`src/rtl/shift_seq_pkg.sv`:
```
// Shared constants and types for the multi-pass shift sequencer.
//   DATA_W           : operand / result width (matches barrel_shifter)
//   SHIFT_W          : barrel_shifter shift-amount width
//   STEP_MAX_DEFAULT : default largest per-pass shift
//   DIR_LEFT/RIGHT   : direction encoding shared with barrel_shifter
//   state_t          : sequencer FSM states
package shift_seq_pkg;

    localparam int unsigned DATA_W           = 8;
    localparam int unsigned SHIFT_W          = 3;
    localparam int unsigned STEP_MAX_DEFAULT = 7;

    localparam logic DIR_LEFT  = 1'b0;
    localparam logic DIR_RIGHT = 1'b1;

    typedef enum logic [1:0] {
        ST_IDLE = 2'd0,
        ST_RUN  = 2'd1,
        ST_DONE = 2'd2
    } state_t;

endpackage

```
`src/rtl/shift_sequencer_if.sv`:
```
// Command / result handshake bundle for shift_sequencer.
//   in_*  : command channel (valid/ready), operand, direction, total amount
//   out_* : result channel (valid/ready), shifted data
//   master modport: producer/consumer side; slave modport: sequencer side
interface shift_sequencer_if
    import shift_seq_pkg::*;
#(
    parameter int unsigned AMT_W = 5
) ();

    logic              in_valid;
    logic              in_ready;
    logic [DATA_W-1:0] in_data;
    logic              in_dir;
    logic [AMT_W-1:0]  in_amt;
    logic              out_valid;
    logic              out_ready;
    logic [DATA_W-1:0] out_data;

    modport master (
        output in_valid, in_data, in_dir, in_amt, out_ready,
        input  in_ready, out_valid, out_data
    );

    modport slave (
        input  in_valid, in_data, in_dir, in_amt, out_ready,
        output in_ready, out_valid, out_data
    );

endinterface

```
`src/rtl/barrel_shifter.sv`:
```
// Combinational logical barrel shifter, zero fill, no rotation.
//   IN    : operand
//   OUT   : shifted result
//   dir   : 0 = left, 1 = right
//   shift : shift amount 0..7
module barrel_shifter
    import shift_seq_pkg::*;
(
    input  logic [DATA_W-1:0]  IN,
    output logic [DATA_W-1:0]  OUT,
    input  logic               dir,
    input  logic [SHIFT_W-1:0] shift
);

    always_comb begin
        OUT = (dir == DIR_RIGHT) ? (IN >> shift) : (IN << shift);
    end

endmodule

```
`src/rtl/shift_sequencer.sv`:
```
// Splits long shift commands into passes of at most STEP_MAX positions and
// recirculates the barrel_shifter result through a local accumulator.
//   clk, rst_n : clock, asynchronous active-low reset
//   bus        : command/result handshake (slave side)
//   busy       : high while a command is in RUN or DONE
module shift_sequencer
    import shift_seq_pkg::*;
#(
    parameter int unsigned AMT_W    = 5,
    parameter int unsigned STEP_MAX = STEP_MAX_DEFAULT
) (
    input  logic                clk,
    input  logic                rst_n,
    shift_sequencer_if.slave    bus,
    output logic                busy
);

    localparam logic [AMT_W-1:0] STEP_MAX_A = AMT_W'(STEP_MAX);

    state_t             state, state_d;
    logic [DATA_W-1:0]  acc, acc_d;
    logic [AMT_W-1:0]   rem, rem_d;
    logic               dir, dir_d;
    logic               ready_q, ready_d;
    logic               valid_q, valid_d;
    logic               busy_q, busy_d;

    logic [AMT_W-1:0]   step_c;
    logic [DATA_W-1:0]  shift_out;

    // Per-pass shift is the remaining amount clipped to the shifter range.
    always_comb begin
        step_c = (rem > STEP_MAX_A) ? STEP_MAX_A : rem;
    end

    barrel_shifter u_shift (
        .IN    (acc),
        .OUT   (shift_out),
        .dir   (dir),
        .shift (SHIFT_W'(step_c))
    );

    // Next-state and register-update logic.
    always_comb begin
        state_d = state;
        acc_d   = acc;
        rem_d   = rem;
        dir_d   = dir;
        case (state)
            ST_IDLE: begin
                if (bus.in_valid && ready_q) begin
                    acc_d   = bus.in_data;
                    dir_d   = bus.in_dir;
                    rem_d   = bus.in_amt;
                    state_d = ST_RUN;
                end
            end
            ST_RUN: begin
                acc_d = shift_out;
                rem_d = rem - step_c;
                // Decision uses the pre-pass remainder: this is the last pass.
                if (rem <= STEP_MAX_A) begin
                    state_d = ST_DONE;
                end
            end
            ST_DONE: begin
                if (bus.out_ready) begin
                    state_d = ST_IDLE;
                end
            end
            default: state_d = ST_IDLE;
        endcase
        ready_d = (state_d == ST_IDLE);
        valid_d = (state_d == ST_DONE);
        busy_d  = (state_d != ST_IDLE);
    end

    // State and datapath registers.
    always_ff @(posedge clk or negedge rst_n) begin
        if (!rst_n) begin
            state   <= ST_IDLE;
            acc     <= '0;
            rem     <= '0;
            dir     <= DIR_LEFT;
            ready_q <= 1'b0;
            valid_q <= 1'b0;
            busy_q  <= 1'b0;
        end else begin
            state   <= state_d;
            acc     <= acc_d;
            rem     <= rem_d;
            dir     <= dir_d;
            ready_q <= ready_d;
            valid_q <= valid_d;
            busy_q  <= busy_d;
        end
    end

    assign bus.in_ready  = ready_q;
    assign bus.out_valid = valid_q;
    assign bus.out_data  = acc;
    assign busy          = busy_q;

endmodule

```
`src/flat_wrapper.sv`:
```
// flat-port wrapper written by rule: the top's interface ports become plain ports
module shift_sequencer_flat import shift_seq_pkg::*;
#(
    parameter int unsigned AMT_W    = 5,
    parameter int unsigned STEP_MAX = STEP_MAX_DEFAULT
)
  (clk, rst_n, busy, bus_in_valid, bus_in_data, bus_in_dir, bus_in_amt, bus_out_ready, bus_in_ready, bus_out_valid, bus_out_data);
  shift_sequencer_if #(.AMT_W(AMT_W)) bus_i ();
  input  logic clk;
  input  logic rst_n;
  output logic busy;
  input wire logic [$bits(bus_i.in_valid)-1:0] bus_in_valid;
  input wire logic [$bits(bus_i.in_data)-1:0] bus_in_data;
  input wire logic [$bits(bus_i.in_dir)-1:0] bus_in_dir;
  input wire logic [$bits(bus_i.in_amt)-1:0] bus_in_amt;
  input wire logic [$bits(bus_i.out_ready)-1:0] bus_out_ready;
  output wire logic [$bits(bus_i.in_ready)-1:0] bus_in_ready;
  output wire logic [$bits(bus_i.out_valid)-1:0] bus_out_valid;
  output wire logic [$bits(bus_i.out_data)-1:0] bus_out_data;
  assign bus_i.in_valid = bus_in_valid;
  assign bus_i.in_data = bus_in_data;
  assign bus_i.in_dir = bus_in_dir;
  assign bus_i.in_amt = bus_in_amt;
  assign bus_i.out_ready = bus_out_ready;
  assign bus_in_ready = bus_i.in_ready;
  assign bus_out_valid = bus_i.out_valid;
  assign bus_out_data = bus_i.out_data;
  shift_sequencer #(.AMT_W(AMT_W), .STEP_MAX(STEP_MAX)) u_core (.clk(clk), .rst_n(rst_n), .bus(bus_i), .busy(busy));
endmodule
```
`config.mk`:
```
export PLATFORM = sky130hd
export DESIGN_NAME = shift_sequencer_flat
export DESIGN_NICKNAME = d
export VERILOG_FILES = /design/src/rtl/shift_seq_pkg.sv /design/src/rtl/shift_sequencer_if.sv /design/src/rtl/barrel_shifter.sv /design/src/rtl/shift_sequencer.sv /design/src/flat_wrapper.sv
export SDC_FILE = /design/constraint.sdc
export NUM_CORES = 1
export LEC_CHECK = 0
export CAP_MARGIN = 20
export CELL_PAD_IN_SITES_DETAIL_PLACEMENT = 0
export CELL_PAD_IN_SITES_GLOBAL_PLACEMENT = 1
export CORE_MARGIN = 5
export CORE_UTILIZATION = 35
export CTS_CLUSTER_SIZE = 40
export DETAILED_ROUTE_END_ITERATION = 12
export PLACE_DENSITY_LB_ADDON = 0.1
export REMOVE_ABC_BUFFERS = 1
export SYNTH_ARGS = -nofsm -noshare
export SYNTH_HDL_FRONTEND = slang
export SYNTH_SLANG_ARGS = --single-unit
```
`constraint.sdc`:
```
create_clock -name clk -period 1.87 [get_ports clk]
set_input_delay 0.187 -clock clk [delete_from_list [all_inputs] [get_ports clk]]
set_output_delay 0.187 -clock clk [all_outputs]
set_load 0.01 [all_outputs]
```
==> impl_metrics.env, run 1 <==
export IMPL_ys_flop_type="dfrtp_1"
export IMPL_post_route_min_period_ns=1.82
export IMPL_yosysTopAreaCell="dfrtp_1"
export IMPL_die_h_um=77.4
export IMPL_maxCapViolations=0
export IMPL_crit_fanout=8
export IMPL_status="complete, no violations"
export IMPL_start_kind="register"
export IMPL_insertion_delay_ns=0.27
export IMPL_crit_required_ns=2.01
export IMPL_synth_seq_cells=19
export IMPL_synth_area_mm2=0.00159
export IMPL_hold_buffers=0
export IMPL_tightestPinTransition_ns=0.492
export IMPL_crit_chain="or3_4 -> buf_6 -> o211ai_1 -> a221oi_2 -> a311oi_1 -> o22ai_1"
export IMPL_cts_setup_buffers=0
export IMPL_synth_top_cells_by_area="dfrtp_1, clkbuf_8, a21oi_1, mux2i_1, nand2_1"
export IMPL_final_cell_mix="clkdlybuf4s50_1, buf_4, dfrtp_1, nand2_1, a21oi_1"
export IMPL_min_period_over_period_pct=97.4
export IMPL_fin_ws_ns=0.0484
export IMPL_fmax_mhz=549
export IMPL_track_usage_pct=17.5
export IMPL_antenna_found_initial=0
export IMPL_cts_root_buffer="clkbuf_8"
export IMPL_first_pass_iters=5
export IMPL_dieArea_mm2=0.00599
export IMPL_clkTransAtPathRegs_ns=0.09
export IMPL_yosys_area_top_type_share_pct=29.9
export IMPL_fillCellCount=435
export IMPL_pwr_density_cell_mw_per_mm2=1950
export IMPL_start_util_pct=36.3
export IMPL_crit_type="reg -> reg"
export IMPL_wirelength_mm=5.20
export IMPL_leakage_nw=0.769
export IMPL_synth_area_per_cell_um2=8.46
export IMPL_final_core_utilization_pct=46.6
export IMPL_synth_edf_count=0
export IMPL_maxSlewViolCount=0
export IMPL_portBuffers=28
export IMPL_avgViaCountPerCell=6.09
export IMPL_crit_slowest_cell="dfrtp_2"
export IMPL_ant_nets=0
export IMPL_syn_inst=188
export IMPL_cts_tree="built"
export IMPL_htree_num_levels=1
export IMPL_grt_pass1_vias=1682
export IMPL_synth_warnings=0
export IMPL_ctsLongestPathBuffers=2
export IMPL_skew_ns=0.0105
export IMPL_netlist_cell_type_count=51
export IMPL_antenna_cells=0
export IMPL_row_count=24
export IMPL_critical_path_endpoint_type="register"
export IMPL_grt_start_max_net_pins=20
export IMPL_pre_cts_slack_ns=0.0184
export IMPL_drive_above_1_share_pct=23.2
export IMPL_cts_made_buffers=3
export IMPL_finalHoldWorstSlack_ns=0.254
export IMPL_drc=0
export IMPL_drt_iter0_markers=125
export IMPL_dr_total_vias=1681
export IMPL_vdd_drop_max_mv=0.698
export IMPL_core_mm2=0.00438
export IMPL_hold_viol_final=0
export IMPL_die_w_um=77.4
export IMPL_mostFrequentLayoutCell="clkdlybuf4s50_1"
export IMPL_place_hpwl_mm=3.78
export IMPL_wl_per_cell_um=18.9
export IMPL_num_io_pins=29
export IMPL_critPathMaxStageDelay_ns=0.46
export IMPL_cts_num_sinks=19
export IMPL_min_path_type="in -> async"
export IMPL_routabilityCongestion=0.919
export IMPL_setup_viol=0
export IMPL_rsz0062_at_grt="yes"
export IMPL_synthArstFlopShare_pct=100
export IMPL_syn2layout_area_growth_pct=28.5
export IMPL_cp_arrival_ns=1.96
export IMPL_synth_seq_area_share_pct=29.9
export IMPL_grt_pass1_wl_mm=8.63
export IMPL_slew_headroom_pct=67.2
export IMPL_final_nets=244
export IMPL_globalRoute_totalOverflow=0
## sequential cells by signal, indices dropped and copies added (netlist names)
name,flops
u_core.bus.out_data,8
u_core.rem,5
u_core.state,2
u_core.bus.in_ready,1
u_core.bus.out_valid,1
u_core.busy,1
u_core.dir,1
## metrics by stage
| step | cell area [µm²] | setup TNS [ns] | power, mW | instances |
|---|---|---|---|---|
| 2_1_floorplan | 1400 | -0.205 | 2.32 | 166 |
| 6_report | 2040 | 0 | 3.99 | 276 |
| 3_3_place_gp | 1950 | 0 | 3.54 | 272 |
| 5_1_grt | 2040 | -0.0637 | 4.29 | 276 |
| 4_1_cts | 2000 | 0 | 3.89 | 276 |
| 3_5_place_dp | 1950 | 0 | 3.54 | 272 |
## critical path: cells and delay by family, from the launching register on
| kind | cells | cell delay [ns] |
|---|---|---|
| AO/OA/AOI/OAI | 4 | 0.70 |
| buffers and inverters | 1 | 0.14 |
| AND/OR/NAND/NOR | 1 | 0.40 |
| flip-flops | 1 | 0.46 |
## what timing repair did
item	4_1_cts	5_1_grt
gates resized for setup	1	11
pin swaps	0	8
endpoints found under the setup margin	1	8
## kinds of logic (layout without fill, tap and decap cells)
kind of cell | count (synthesis) | in the layout | share of synthesized area (%)
simple gates | 66 | 66 | 21.7
compound gates | 68 | 68 | 30.0
xor+xnor | 1 | 1 | 0.551
buf+inv | 27 | 63 | 13.3
flops | 19 | 19 | 29.9
mux | 6 | 6 | 3.78
fa+ha+maj | 1 | 1 | 0.787
## cell usage after synthesis, drive strengths merged, types with 2 or more instances
| master | number |
|---|---|
| a211oi | 3 |
| a21oi | 15 |
| a221o | 3 |
| a221oi | 4 |
| a311oi | 2 |
| a31oi | 7 |
| buf | 9 |
| clkbuf | 12 |
| dfrtp | 19 |
| inv | 5 |
| mux2i | 6 |
| nand2 | 16 |
| nand2b | 4 |
| nand3 | 5 |
| nor2 | 8 |
| nor2b | 3 |
| nor3 | 11 |
| nor3b | 2 |
| nor4 | 7 |
| o211ai | 5 |
| o21ai | 12 |
| o22ai | 6 |
| o311ai | 2 |
| or2 | 3 |
| or3 | 4 |
## path summary, 6_finish.rpt
kind / startpoint / to / slack [ns] / cells after the start
worst max-delay path: u_core.rem[3]$_DFFE_PN0P_ / u_core.bus.out_data[7]$_DFFE_PN0P_ / 0.05 / 6
worst min-delay path: rst_n / u_core.busy$_DFF_PN0_ / 0.25 / 2
worst max register to register: u_core.rem[3]$_DFFE_PN0P_ / u_core.bus.out_data[7]$_DFFE_PN0P_ / 0.05 / 6
worst min register to register: u_core.state[1]$_DFF_PN0_ / u_core.bus.in_ready$_DFF_PN0_ / 0.62 / 1
max in group asynchronous: rst_n / u_core.rem[3]$_DFFE_PN0P_ / 1.39 / 2
min in group clk: bus_in_dir / u_core.dir$_DFFE_PN0P_ / 0.48 / 3
## cell type report
cell class                 count  area [µm²]  area share [%]
clock inverter                 1        7.51           0.367
multi-input combinational    142         937            45.9
sequential                    19         478            23.4
tap                           52        65.1            3.18
inverter                       5        22.5            1.10
timing repair buffer          54         492            24.1
clock buffer                   3        41.3            2.02
## layer usage
| layer | part of all wire [%] | up-vias | routed length, µm | global-route usage [%] |
|---|---|---|---|---|
| met2 | 45 | 79 | 2320 | 26.6 |
| met1 | 46 | 800 | 2380 | 24.7 |
| met5 | 0 | - | 0 | 0 |
| met4 | 2.4 | 0 | 123 | 5.84 |
| li1 | - | 790 | - | - |
| met3 | 7.2 | 12 | 376 | 3.47 |
## power breakdown
part           switching (mW)  internal [mW]  total [mW]
combinational            1.44           1.29        2.73
sequential              0.326          0.615       0.941
clock                   0.170          0.151       0.321
Note: power is estimated with default switching activity, not from simulation.
==> run 2: changes to the inputs <==
clock period = 1.49 ns   (was 1.87 ns; I/O delays follow)
==> impl_metrics.env, run 2 (same netlist as run 1, synthesis figures left out) <==
export IMPL_crit_required_ns=1.69
export IMPL_wirelength_mm=6.00
export IMPL_ctsLongestPathBuffers=2
export IMPL_grt_start_max_net_pins=20
export IMPL_hold_buffers=0
export IMPL_globalRoute_totalOverflow=0
export IMPL_start_kind="register"
export IMPL_avgViaCountPerCell=5.91
export IMPL_track_usage_pct=19.5
export IMPL_grt_pass1_wl_mm=9.56
export IMPL_grt_pass1_vias=1881
export IMPL_seq_area_um2=478
export IMPL_cts_tree="built"
export IMPL_slew_headroom_pct=69.1
export IMPL_min_period_over_period_pct=120
export IMPL_cp_arrival_ns=1.99
export IMPL_fmax_mhz=560
export IMPL_final_cell_mix="buf_4, clkdlybuf4s50_1, dfrtp_1, nand2_1, a21oi_1"
export IMPL_drive_above_1_share_pct=40.5
export IMPL_final_nets=279
export IMPL_dr_total_vias=1838
export IMPL_cts_num_sinks=19
export IMPL_first_pass_iters=5
export IMPL_die_h_um=77.4
export IMPL_maxSlewViolCount=0
export IMPL_tightestPinTransition_ns=0.464
export IMPL_start_util_pct=36.3
export IMPL_maxCapViolations=0
export IMPL_syn2layout_area_growth_pct=54.0
export IMPL_antenna_found_initial=0
export IMPL_largest_reg_flops=8
export IMPL_row_count=24
export IMPL_multiInputGateArea_mm2=0.00108
export IMPL_die_w_um=77.4
export IMPL_hold_viol_final=0
export IMPL_dieArea_mm2=0.00599
export IMPL_crit_fanout=7
export IMPL_pwr_density_cell_mw_per_mm2=2530
export IMPL_portBuffers=28
export IMPL_fillCellCount=408
export IMPL_num_io_pins=29
export IMPL_drc=0
export IMPL_status="finished, violations left"
export IMPL_clkTransAtPathRegs_ns=0.08
export IMPL_skew_ns=0.00121
export IMPL_leakage_nw=0.999
export IMPL_place_hpwl_mm=4.22
export IMPL_cts_root_buffer="clkbuf_8"
export IMPL_ant_nets=0
export IMPL_violations="setup timing"
export IMPL_vdd_drop_max_mv=1.07
export IMPL_crit_type="reg -> reg"
export IMPL_core_mm2=0.00438
export IMPL_cts_made_buffers=3
export IMPL_drt_iter0_markers=129
export IMPL_finalHoldWorstSlack_ns=0.224
export IMPL_antenna_cells=0
export IMPL_insertion_delay_ns=0.26
export IMPL_wl_per_cell_um=19.3
export IMPL_fin_ws_ns=-0.297
export IMPL_htree_num_levels=1
export IMPL_routabilityCongestion=1.00
export IMPL_setup_viol=14
export IMPL_crit_start="u_core.rem[3]$_DFFE_PN0P_"
export IMPL_min_path_type="in -> async"
export IMPL_rsz0062_at_grt="yes"
export IMPL_mostFrequentLayoutCell="buf_4"
export IMPL_pre_cts_slack_ns=-0.389
export IMPL_critical_path_endpoint_type="register"
export IMPL_r2r_start="u_core.rem[3]$_DFFE_PN0P_"
export IMPL_post_route_min_period_ns=1.79
==> run 2: critical path: stages, from the launching register on <==
cell	delay [ns]
dfrtp_2	0.47
or3_4	0.41
o32a_1	0.33
a221oi_2	0.28
o22ai_1	0.11
o21ai_2	0.12
==> run 2: where the power goes <==
group / total (mW) / internal [mW] / switching (mW) / leakage, nW
Clock: 0.393 / 0.187 / 0.206 / 0.0255
Combinational: 4.66 / 2.35 / 2.31 / 0.742
Sequential: 1.15 / 0.773 / 0.379 / 0.231
Total: 6.21 / 3.31 / 2.90 / 0.999
==> run 2: timing repair <==
action,CTS,global route
endpoints found under the setup margin,15,19
pin swaps,10,21
endpoints found under the hold margin,0,0
resized for setup,15,33
buffers inserted,5,3
==> run 2: final cells by class <==
type                       count  share of cell area, %
multi-input combinational    142                   44.1
timing repair buffer          89                   30.9
sequential                    19                   19.5
tap                           52                   2.66
clock buffer                   3                   1.69
inverter                       5                  0.920
clock inverter                 1                  0.204
==> run 2: per-stage QoR <==
stage                     util [%]  cell area, µm²  instances  setup TNS [ns]  power (mW)
after floorplan                  -            1400        166           -3.48        2.91
after global placement        49.0            2150        300           -2.95        4.93
after detailed placement      49.0            2150        300           -3.38        4.97
after CTS                     51.9            2280        309           -2.38        5.61
after global routing          55.9            2450        311           -3.26        6.66
final                         55.9            2450        311           -2.41        6.21
==> run 2: final timing paths <==
| kind | to | slack [ns] | cells past startpoint |
|---|---|---|---|
| setup / recovery | u_core.bus.out_data[1]$_DFFE_PN0P_ | -0.30 | 5 |
| hold / removal | u_core.bus.in_ready$_DFF_PN0_ | 0.22 | 2 |
| setup reg to reg | u_core.bus.out_data[1]$_DFFE_PN0P_ | -0.30 | 5 |
| hold reg to reg | u_core.bus.out_data[0]$_DFFE_PN0P_ | 0.64 | 2 |
| max in group asynchronous | u_core.rem[3]$_DFFE_PN0P_ | 1.03 | 2 |
| min in group clk | u_core.dir$_DFFE_PN0P_ | 0.45 | 3 |
==> run 2: per-layer routing <==
metal	track usage (%)	part of all wire, %	wire length (µm)	vias up
met5	0	0	0	-
met4	7.56	2.7	164	0
met3	2.89	6.9	414	18
met2	31.1	48	2900	78
met1	26.6	42	2520	885
li1	-	-	-	857
==> RTL change 1 (config.mk and constraints of run 1) <==
Set the package constant `SHIFT_W` to 2 (it was 3).
--- a/src/rtl/shift_seq_pkg.sv
+++ b/src/rtl/shift_seq_pkg.sv
@@ -7,7 +7,7 @@
 package shift_seq_pkg;
 
     localparam int unsigned DATA_W           = 8;
-    localparam int unsigned SHIFT_W          = 3;
+    localparam int unsigned SHIFT_W          = 2;
     localparam int unsigned STEP_MAX_DEFAULT = 7;
 
     localparam logic DIR_LEFT  = 1'b0;
Function: changed (a bounded check fails within 4 cycles, from zero or initial values and one cycle with rst_n low).
==> RTL change 1 against run 1 <==
- clock power decreased by 4%
- synthesized cell count decreased by 15%
- final cell count decreased by 12%
- routed wire length decreased by 16%
- via count decreased by 19%
- combinational power decreased by 18%
- total power decreased by 11%
- final area decreased by 8.5%
- synthesized area decreased by 9.0%
- sequential cell count unchanged
- highest routed layer unchanged
- largest power group unchanged
- critical path depth decreased by 1
- clock skew decreased by 0.0080 ns
- worst setup slack improved by 0.10 ns
- critical path type unchanged
==> RTL change 1: results (changes against run 1) <==
.. list-table::
   :header-rows: 1

   * - Metric
     - Value
   * - Run status
     - complete, no violations
   * - Placed cell area
     - 0.00181 mm2 (-7.1%)
   * - Register-to-register setup slack
     - 0.15 ns (+0.10 ns)
   * - Finished Layout Cells
     - 242 (-12%)
   * - Routed wire length on met3
     - 189 um (-50%)
   * - Worst voltage drop across the vdd grid
     - 0.578 mV (-17%)
   * - Met2 usage in global routing
     - 29.3% (+2.7 points)
   * - GR Util All Layers
     - 17.3% (-0.19 points)
   * - Post-CTS sizing
     - 0 (-1)
   * - Critical path origin
     - u_core.state[0]
   * - Filler instances
     - 402 (-7.6%)
   * - Routability congestion estimate from global placement
     - 0.885 (-3.7%)
   * - Number of instances in the synthesized netlist
     - 160 (-15%)
   * - Met2 wire length
     - 2150 um (-7.5%)
   * - Count of unique library cells instantiated by Yosys
     - 52 (+2.0%)
   * - Switching Power
     - 1.66 mW (-14%)
   * - Global-route met1 utilization
     - 23.5% (-1.2 points)
   * - Met1 Wirelength
     - 2030 um (-15%)
   * - Sequential cell fraction of total power
     - 28.0% (+4.4 points)
   * - Cell with the largest stage delay on the worst path
     - nor4bb_2
   * - Final clock skew
     - 0.00251 ns (-0.00802 ns)
   * - Commonest cells in the synthesized netlist
     - dfrtp_1, nand2_1, o21ai_0, nor2_1, mux2i_1
   * - Wire length after detailed routing
     - 4370 um (-16%)
   * - Met3 track utilization from global routing
     - 2.43% (-1.0 points)
   * - Total power draw
     - 3.55 mW (-11%)
   * - First DRT Iteration DRCs
     - 68 (-46%)
   * - Part of the Yosys area used for sequential elements
     - 32.8% (+2.9 points)
   * - Largest stage delay, worst path
     - 0.49 ns (+0.03 ns)
   * - Worst slack, placed
     - 0.0219 ns (+0.00354 ns)
   * - Fin crit share
     - 92.1% (-5.3 points)
   * - Nets
     - 212 (-13%)
   * - Cell count of the worst reg-to-reg path
     - 5 (-1)
   * - Wire length of the first global-routing pass
     - 7380 um (-14%)
   * - Number of global-route vias before repair
     - 1475 (-12%)
   * - Cell types with the largest area share after synthesis
     - dfrtp_1, mux2i_1, o21ai_0
   * - First-pass detailed-route iteration total
     - 4 (-1)
   * - Slew Limit Headroom
     - 70.0% (+2.8 points)
   * - LEAKAGE
     - 0.725 nW (-5.7%)
   * - Post-detail-place hpwl
     - 3160 um (-16%)
RTL change 1: cell types whose count changed in the layout (fill, tap and decap cells not counted), moves of 6 or more:
cell / before / now
nor4_1: 7 / 0
o21ai_0: 9 / 15
buf_4: 24 / 14
nor3_1: 10 / 1
RTL change 1: cells by family after synthesis:
family	count (synthesis)	share of synthesized area, %
buf+inv	16	6.74
compound gates	49	22.6
simple gates	58	22.7
flops	19	32.8
fa+ha+maj	1	0.864
mux	17	14.2
RTL change 1: area by class of cell:
cell class / count / area [um2] / area share, %
clock buffers: 3 / 41.3 / 2.21
clock inverters: 1 / 7.51 / 0.402
inverters: 2 / 7.51 / 0.402
multi-input cells: 125 / 890 / 47.6
flip-flops and latches: 19 / 475 / 25.4
well taps: 50 / 62.6 / 3.35
repair buffers: 42 / 385 / 20.6
RTL change 1: critical path: cells and delay by family, from the launching register on:
family	cells	cell delay, ns
mux	1	0.20
compound gates	1	0.11
simple gates	2	0.57
buf+inv	1	0.26
flops	1	0.47
==> RTL change 2 (flow settings as in run 1) <==
Without the edit above. Encoding of `state_t`: now one-hot (3 bits for 3 states).
--- a/src/rtl/shift_seq_pkg.sv
+++ b/src/rtl/shift_seq_pkg.sv
@@ -13,10 +13,10 @@
     localparam logic DIR_LEFT  = 1'b0;
     localparam logic DIR_RIGHT = 1'b1;
 
-    typedef enum logic [1:0] {
-        ST_IDLE = 2'd0,
-        ST_RUN  = 2'd1,
-        ST_DONE = 2'd2
+    typedef enum logic [2:0] {
+        ST_IDLE = 3'b001,
+        ST_RUN  = 3'b010,
+        ST_DONE = 3'b100
     } state_t;
 
 endpackage
Formal check against the unedited RTL: no difference found for any inputs over 10 cycles, from zero or initial values and one cycle with rst_n low; not proved beyond that.
==> RTL change 2 against run 1 <==
- synthesized area hardly changed
- routed wire length is 1.5% lower
- worst hold slack better by 0.0063 ns
- largest power group unchanged
- largest cell class unchanged
- final area increased by 15%
- critical endpoint unchanged
- critical path depth did not move
- via count fell by 1.1%
- total power grew 9.6%
- clock power up 41%
- worst setup slack got worse by 0.026 ns
- sequential share of layout area is 1.8 points lower
- sequential cell count is 1 higher
==> RTL change 2: results (changes against run 1) <==
.. list-table::
   :header-rows: 1

   * - Metric
     - Value
   * - Register-to-register setup slack
     - 0.02 ns (-0.03 ns)
   * - Worst EP arrival
     - 2.00 ns (+0.04 ns)
   * - Worst voltage drop across the vdd grid
     - 0.681 mV (-2.4%)
   * - Post-detail-place hpwl
     - 3840 um (+1.4%)
   * - Instance count after placement with tap cells included
     - 288 (+5.9%)
   * - Cell with the largest stage delay on the worst path
     - or4_1
   * - Beginning of the worst register-to-register path
     - u_core.rem[3]
   * - Wire length after detailed routing
     - 5130 um (-1.5%)
   * - First-pass detailed-route iteration total
     - 5 (unchanged)
   * - Routed wire length on met3
     - 211 um (-44%)
   * - Met2 wire length
     - 2500 um (+7.7%)
   * - GR Util All Layers
     - 17.0% (-0.52 points)
   * - Slew @ Worst Pin
     - 0.443 ns (-0.0497 ns)
   * - Vias
     - 1662 (-1.1%)
   * - Final clock skew
     - 0.00762 ns (-0.00292 ns)
   * - Routability congestion estimate from global placement
     - 0.857 (-6.7%)
   * - Initial antenna violation count
     - 0 (unchanged)
   * - First DRT Iteration DRCs
     - 126 (+0.80%)
   * - Nets
     - 265 (+8.6%)
   * - Smallest hold slack
     - 0.261 ns (+0.00630 ns)
   * - Met3 track utilization from global routing
     - 1.85% (-1.6 points)
   * - Global-route met1 utilization
     - 23.8% (-0.93 points)
   * - Average detailed-routed wire length per instance
     - 17.3 um (-8.4%)
   * - Post-CTS repair timing setup buffer count
     - 2 (+2)
   * - Share of cells above drive strength 1
     - 33.5% (+10 points)
   * - Commonest cells in the synthesized netlist
     - dfrtp_1, nand2_1, nor2_1, a21oi_1, o21ai_0
   * - Per-instance average area after synthesis
     - 8.60 um2 (+1.7%)
   * - Met2 usage in global routing
     - 27.2% (+0.59 points)
   * - Part of the Yosys area used for sequential elements
     - 31.5% (+1.6 points)
   * - Maximum number of pins on one net before global-route repair
     - 21 (+5.0%)
   * - LEAKAGE
     - 0.959 nW (+25%)
   * - Count of unique library cells instantiated by Yosys
     - 54 (+5.9%)
   * - Cell types with the largest area share after synthesis
     - dfrtp_1, mux2i_1, mux2_2
   * - Run status
     - complete, no violations
   * - Largest stage delay, worst path
     - 0.51 ns (+0.05 ns)
   * - Met1 Wirelength
     - 2360 um (-0.76%)
   * - Wire length of the first global-routing pass
     - 8340 um (-3.4%)
   * - Post-CTS sizing
     - 6 (+5)
   * - Internal
     - 2.48 mW (+21%)
## RTL change 2: stage by stage
stage | worst slack [ns] | total power, mW | util [%] | cell area [um2] | setup TNS (ns)
floorplan | -0.211 | 2.33 | - | 1520 | -0.564
global placement | -0.0621 | 3.59 | 49.2 | 2160 | -0.0621
detailed placement | -0.0703 | 3.61 | 49.2 | 2160 | -0.141
CTS | 0.00479 | 4.15 | 51.5 | 2260 | 0
global route | -0.0193 | 4.69 | 53.5 | 2350 | -0.0400
finish | 0.0229 | 4.38 | 53.5 | 2350 | 0
## RTL change 2: cells by family after synthesis
group	count (synthesis)	share of synthesized area, %
fa+ha+maj	1	0.786
flops	20	31.5
simple gates	72	25.8
compound gates	55	24.4
mux	15	11.5
buf+inv	22	6.05
## RTL change 2: worst max path at each step
stage	start	to	slack (ns)	depth (start not counted)
2_1_floorplan	u_core.state[2]	u_core.bus.out_data[1]	-0.21	5
3_3_place_gp	u_core.rem[0]	u_core.bus.out_data[6]	-0.06	6
3_5_place_dp	u_core.rem[3]	u_core.bus.out_data[0]	-0.07	7
4_1_cts	u_core.rem[4]	u_core.rem[2]	0.005	9
5_1_grt	u_core.rem[4]	u_core.bus.out_data[3]	-0.02	8
6_report	u_core.rem[3]	u_core.bus.out_data[7]	0.02	6
## RTL change 2: power groups by stage
stage	clock (mW)	sequential [mW]	combinational, mW
after floorplan	0	1.08	1.25
after global placement	0	0.933	2.66
after detailed placement	0	0.940	2.67
after CTS	0.459	0.937	2.75
after global routing	0.479	0.981	3.23
final	0.452	0.939	2.99
## RTL change 2: layout make-up
type | count | area [um2]
flip-flops and latches | 20 | 505
clock inverters | 1 | 30.0
multi-input cells | 143 | 1060
repair buffers | 72 | 619
fillers | 400 | 2040
well taps | 52 | 65.1
inverters | 6 | 22.5
clock buffers | 3 | 41.3
